File: src/rtl/register_file_pkg.sv
// Shared MIPS definitions: ABI register indices and instruction field slices.
package register_file_pkg;

  localparam int REG_ADDR_W = 5;
  localparam int INST_W     = 32;

  // ABI register names, numbered in hardware index order.
  typedef enum logic [REG_ADDR_W-1:0] {
    zero, at, v0, v1, a0, a1, a2, a3,
    t0, t1, t2, t3, t4, t5, t6, t7,
    s0, s1, s2, s3, s4, s5, s6, s7,
    t8, t9, k0, k1, gp, sp, fp, ra
  } abi_reg_t;

  // Instruction field positions.
  localparam int RS_MSB = 25;
  localparam int RS_LSB = 21;
  localparam int RT_MSB = 20;
  localparam int RT_LSB = 16;
  localparam int RD_MSB = 15;
  localparam int RD_LSB = 11;

  function automatic logic [REG_ADDR_W-1:0] inst_rs(input logic [INST_W-1:0] inst);
    return inst[RS_MSB:RS_LSB];
  endfunction

  function automatic logic [REG_ADDR_W-1:0] inst_rt(input logic [INST_W-1:0] inst);
    return inst[RT_MSB:RT_LSB];
  endfunction

  function automatic logic [REG_ADDR_W-1:0] inst_rd(input logic [INST_W-1:0] inst);
    return inst[RD_MSB:RD_LSB];
  endfunction

endpackage

File: src/rtl/register_file.sv
// MIPS register file: two combinational read ports, one write port committed
// on the falling clock edge, $zero hardwired, $v0/$a0 tapped for syscalls.
module register_file #(
  parameter int DATA_WIDTH = 32,
  parameter int NUM_REGS   = 32,
  localparam int ADDR_W    = $clog2(NUM_REGS)
) (
  input  logic                  clock,
  input  logic                  resetN,
  input  logic [ADDR_W-1:0]     readRegister1,
  input  logic [ADDR_W-1:0]     readRegister2,
  input  logic [ADDR_W-1:0]     writeRegister,
  input  logic [DATA_WIDTH-1:0] writeData,
  input  logic                  regWrite,
  output logic [DATA_WIDTH-1:0] readData1,
  output logic [DATA_WIDTH-1:0] readData2,
  output logic [DATA_WIDTH-1:0] v0,
  output logic [DATA_WIDTH-1:0] a0
);

  import register_file_pkg::*;

  // Port names v0/a0 shadow the package constants, so the tap indices are scoped.
  localparam logic [ADDR_W-1:0] ZERO_IDX = ADDR_W'(zero);
  localparam logic [ADDR_W-1:0] V0_IDX   = ADDR_W'(register_file_pkg::v0);
  localparam logic [ADDR_W-1:0] A0_IDX   = ADDR_W'(register_file_pkg::a0);

  logic [DATA_WIDTH-1:0] regs [NUM_REGS];
  logic                  wr_en;

  // An unknown regWrite falls to the no-write branch; address 0 is never stored.
  always_comb begin
    wr_en = 1'b0;
    if (regWrite && (writeRegister != ZERO_IDX)) begin
      wr_en = 1'b1;
    end
  end

  // Falling-edge write; reset clears every register and blocks writes while held.
  always_ff @(negedge clock or negedge resetN) begin
    if (!resetN) begin
      for (int unsigned i = 0; i < unsigned'(NUM_REGS); i++) begin
        regs[i] <= '0;
      end
    end else if (wr_en) begin
      regs[writeRegister] <= writeData;
    end
  end

  // Combinational read ports with $zero masked; no write bypass.
  always_comb begin
    readData1 = '0;
    readData2 = '0;
    if (readRegister1 != ZERO_IDX) begin
      readData1 = regs[readRegister1];
    end
    if (readRegister2 != ZERO_IDX) begin
      readData2 = regs[readRegister2];
    end
  end

  // Continuous syscall taps.
  always_comb begin
    v0 = regs[V0_IDX];
    a0 = regs[A0_IDX];
  end

endmodule

File: config.mk
export PLATFORM = sky130hd
export DESIGN_NAME = register_file
export DESIGN_NICKNAME = d
export VERILOG_FILES = /design/src/rtl/register_file_pkg.sv /design/src/rtl/register_file.sv
export SDC_FILE = /design/constraint.sdc
export NUM_CORES = 2
export LEC_CHECK = 0
export CORE_MARGIN = 10
export CORE_UTILIZATION = 43
export DETAILED_ROUTE_END_ITERATION = 16
export RECOVER_POWER = 100
export SETUP_SLACK_MARGIN = 0.3
export SLEW_MARGIN = 10
export SYNTH_ARGS = -nofsm -noshare
export SYNTH_HDL_FRONTEND = slang
export SYNTH_SLANG_ARGS = --single-unit
File: constraint.sdc
create_clock -name clock -period 2.6 [get_ports clock]
set_input_delay 0.65 -clock clock [delete_from_list [all_inputs] [get_ports clock]]
set_output_delay 0.65 -clock clock [all_outputs]
set_load 0.005 [all_outputs]
==> impl_summary.log <==
INFO  metric number_of_rows_created_at_floorplan = between 100 and 150
INFO  metric syn_nets = around 3700
INFO  metric die-width = around 380 µm
INFO  metric power_leakage = between 0.03 and 0.04 µW
INFO  metric crit-reg2reg-capture = regs[905]
INFO  metric hold-path-cell-count = 0
INFO  metric synthesis.area_per_instance = approximately 15 µm²
INFO  metric postSynthRegisterBits = just over 1000
INFO  metric drt.antenna.violating_nets = 0
INFO  metric vdd.ir_drop.worst = 0.582 mV
INFO  metric vias = between 30000 and 40000
INFO  metric drcViolationCount = 0
INFO  metric start_to_end_type_of_the_worst_setup_path = reg2out
INFO  metric final-hold-violation-count = 0
INFO  metric antenna_found_initial = 6
INFO  metric worst_ep_required_time = 1.95 ns
INFO  metric synth_seq_area_share = between 40% and 50%
INFO  metric cts-root-to-sink-buffers = 3
INFO  metric synth.area.top_cells = sky130_fd_sc_hd__dfrtn_1, sky130_fd_sc_hd__mux2_2, sky130_fd_sc_hd__mux4_2
INFO  metric clk-insertion-delay-late = about 0.67 ns
INFO  metric synthMostInstantiatedCell = sky130_fd_sc_hd__mux2_2
INFO  metric track_usage = around 28%
INFO  metric clock_sinks = a little over 1000
INFO  metric synth-edff-count = 0
INFO  metric synthXorXnorAreaFrac = 0%
INFO  metric clk_pin_slew = roughly 0.050 ns
INFO  metric initial_utilization = between 40% and 50%
INFO  metric nets = 4537
INFO  metric violations = negative setup slack
INFO  metric final_max_slew_viol_count = 0
INFO  metric wl_per_cell = between 30 and 40 µm
INFO  metric port_buffers = roughly 180
INFO  metric setup_repair_after_global_routing_missed_its_margin = yes
INFO  metric skew = 0 ns
INFO  metric core-area = between 100000 and 150000 µm²
INFO  metric timing.critical_path.fanout_max = 2
INFO  metric weighted_congestion_at_the_end_of_routability_driven_global_placement = between 0.8 and 0.9
INFO  metric critical-path-slowest-cell = sky130_fd_sc_hd__mux4_2
INFO  metric number_of_global_route_vias_before_repair = approximately 41000
INFO  metric final_layout_size_suffix_gt1_share = approximately 69%
INFO  metric synth.lib_cells_used.distinct = 33
INFO  metric timing.final.ws_setup = -1.81 ns
INFO  metric chipHeight = 377 µm
INFO  metric post_synth_mux_area_share = 42.4%
INFO  metric worstReg2RegStart = regs[905]
INFO  metric crit_path_max_incr_delay = roughly 0.44 ns
INFO  metric tritoncts = built
INFO  metric dp_worst_setup_slack = -1.84 ns
INFO  metric power_density = 707 nW/µm²
INFO  metric antennaDiodeCount = 0
INFO  metric outcome = finished, violations left
INFO  metric postSynth.topFlopCell = sky130_fd_sc_hd__dfrtn_1
INFO  metric die-area = approximately 140000 µm²
INFO  metric cts_htree_levels = 3
INFO  metric worst_hold_end = regs[1014]
INFO  metric drt-vias-per-instance = about 6.3
INFO  metric synthCells = between 3000 and 4000
INFO  metric initialDrtViolationCount = between 3000 and 4000
INFO  metric synthDominantAreaCellType = sky130_fd_sc_hd__dfrtn_1
INFO  metric final.setup.tns = -379.72 ns
INFO  metric timing.reg2reg.setup_slack = around 1.3 ns
INFO  metric timing.critical_path.cells = buf_6 -> mux4_2 -> nor2b_4 -> a211oi_2 -> buf_4 -> a311oi_4 -> buf_4 -> buf_6
INFO  metric global_route_wire_length_before_repair = roughly 300000 µm
INFO  metric yosys_warnings = 0
INFO  metric wp_buf_inv = 4
INFO  metric critical_path_arrival = 3.76 ns
INFO  metric cts_root_buffer = sky130_fd_sc_hd__clkbuf_16
INFO  metric synth_compound_area_share = 4.84%
INFO  metric numCtsBuffers = 113
INFO  metric totalWireLength = between 200000 and 250000 µm
INFO  metric simple_gate_fraction_of_synth_area = roughly 1.6%
INFO  metric critPathTopFamily = buffers and inverters
INFO  metric final-setup-viol-count = around 1400
INFO  metric worst_r2r_path_depth = 5
INFO  metric grt_total_ovfl = 0
INFO  metric grt_max_degree = 50
INFO  metric slew-limit-headroom = 19.9%
INFO  metric areaGrowthSynthToFinish = 36.8%
INFO  metric worst_slew_pin_slew = about 1.2 ns
INFO  metric synth_top_family_by_area = multiplexers
INFO  metric yosys-top-cells-count = sky130_fd_sc_hd__mux2_2, sky130_fd_sc_hd__dfrtn_1, sky130_fd_sc_hd__mux4_2
INFO  metric cts.hold.buffers_added = 0
INFO  metric synth_top_area_share = 46.7%
INFO  metric p_total = 53100 µW
INFO  metric cap_viol_max_count = 0
INFO  metric timing.critical_path.to_type = primary output
INFO  metric boundaryPins = between 150 and 200
INFO  metric holdCritPathClass = reg2reg
INFO  metric dpl.hpwl = ~130000 µm
INFO  metric startpoint_type = flip-flop
INFO  metric detailedRoute.firstPassIterationCount = 7
INFO  metric hold_path_startpoint = regs[1014]
INFO  metric synthArstFlopShare = 100%
INFO  metric synth_area = 54900 µm²
INFO  metric synth_fa_ha_area_share = 0%
==> placed cells by master (no fill, tap or decap), types with 50 or more instances in the layout <==
cell                        Yosys  layout
sky130_fd_sc_hd__buf_12         0     214
sky130_fd_sc_hd__mux2i_1      128     127
sky130_fd_sc_hd__mux2_2      1049     766
sky130_fd_sc_hd__clkbuf_16      0     133
sky130_fd_sc_hd__mux4_2       448     448
sky130_fd_sc_hd__buf_4        120     578
sky130_fd_sc_hd__a211oi_2       0      50
sky130_fd_sc_hd__dfrtn_1     1024    1024
sky130_fd_sc_hd__buf_6          1     252
sky130_fd_sc_hd__mux2_4         0     288
==> state kept, by name, indices dropped and copies added, names as in the netlist <==
register	flops
a0	32
regs	960
v0	32
==> timing repair <==
item / in CTS / in global routing
setup buffers: 107 / 35
pin swaps: 146 / 59
gates cloned: 19 / 18
gates resized for setup: 1234 / 277
setup endpoints to repair: 1120 / 1120
==> report_power, final <==
part           switching, µW  total (µW)  internal, µW  leakage [µW]
clock                   7050       17100         10000       0.00193
combinational           5470       14500          9070        0.0181
sequential              2250       21500         19300        0.0131
==> per-stage QoR <==
step,instance area (µm²),hold slack [ns],instances,utilization [%]
6_report,75100,0.344,6243,59.1
5_1_grt,75100,0.348,6243,59.1
4_1_cts,73500,0.343,6190,57.8
3_5_place_dp,65700,0.343,5855,51.7
3_3_place_gp,65700,0.336,5855,51.7
2_1_floorplan,55600,0.402,3680,-
==> cell families (layout without fill, tap and decap cells) <==
| family | Yosys count | count (layout) |
|---|---|---|
| flops | 1024 | 1024 |
| simple gates | 157 | 157 |
| compound gates | 371 | 371 |
| mux | 1632 | 1632 |
| buf+inv | 496 | 1397 |
==> area by class of cell <==
| class | count | area [µm²] |
|---|---|---|
| multi-input combinational | 2160 | 30100 |
| clock buffer | 157 | 3300 |
| fill | 9669 | 52100 |
| timing repair buffer | 1186 | 13400 |
| inverter | 2 | 10.0 |
| tap | 1662 | 2080 |
| sequential | 1024 | 25600 |
| clock inverter | 52 | 602 |
==> routing by layer <==
layer,wire (µm),global-route usage (%)
met2,94500,42.9
met4,9810,11.9
met3,18700,6.11
met5,79,0
met1,87900,39.7
==> how the worst max path moves through the flow <==
stage	from	endpoint	slack (ns)	cells after the start
CTS	regs[905]	readData1[9]	-1.83	8
floorplan	writeRegister[4]	regs[769]	-0.75	7
detailed placement	v0[25]	readData1[25]	-1.84	5
global route	regs[905]	readData2[9]	-1.85	8
global placement	regs[314]	readData2[26]	-1.86	6
finish	regs[905]	readData1[9]	-1.81	8
No activity file was read; power rests on OpenSTA's default activity.
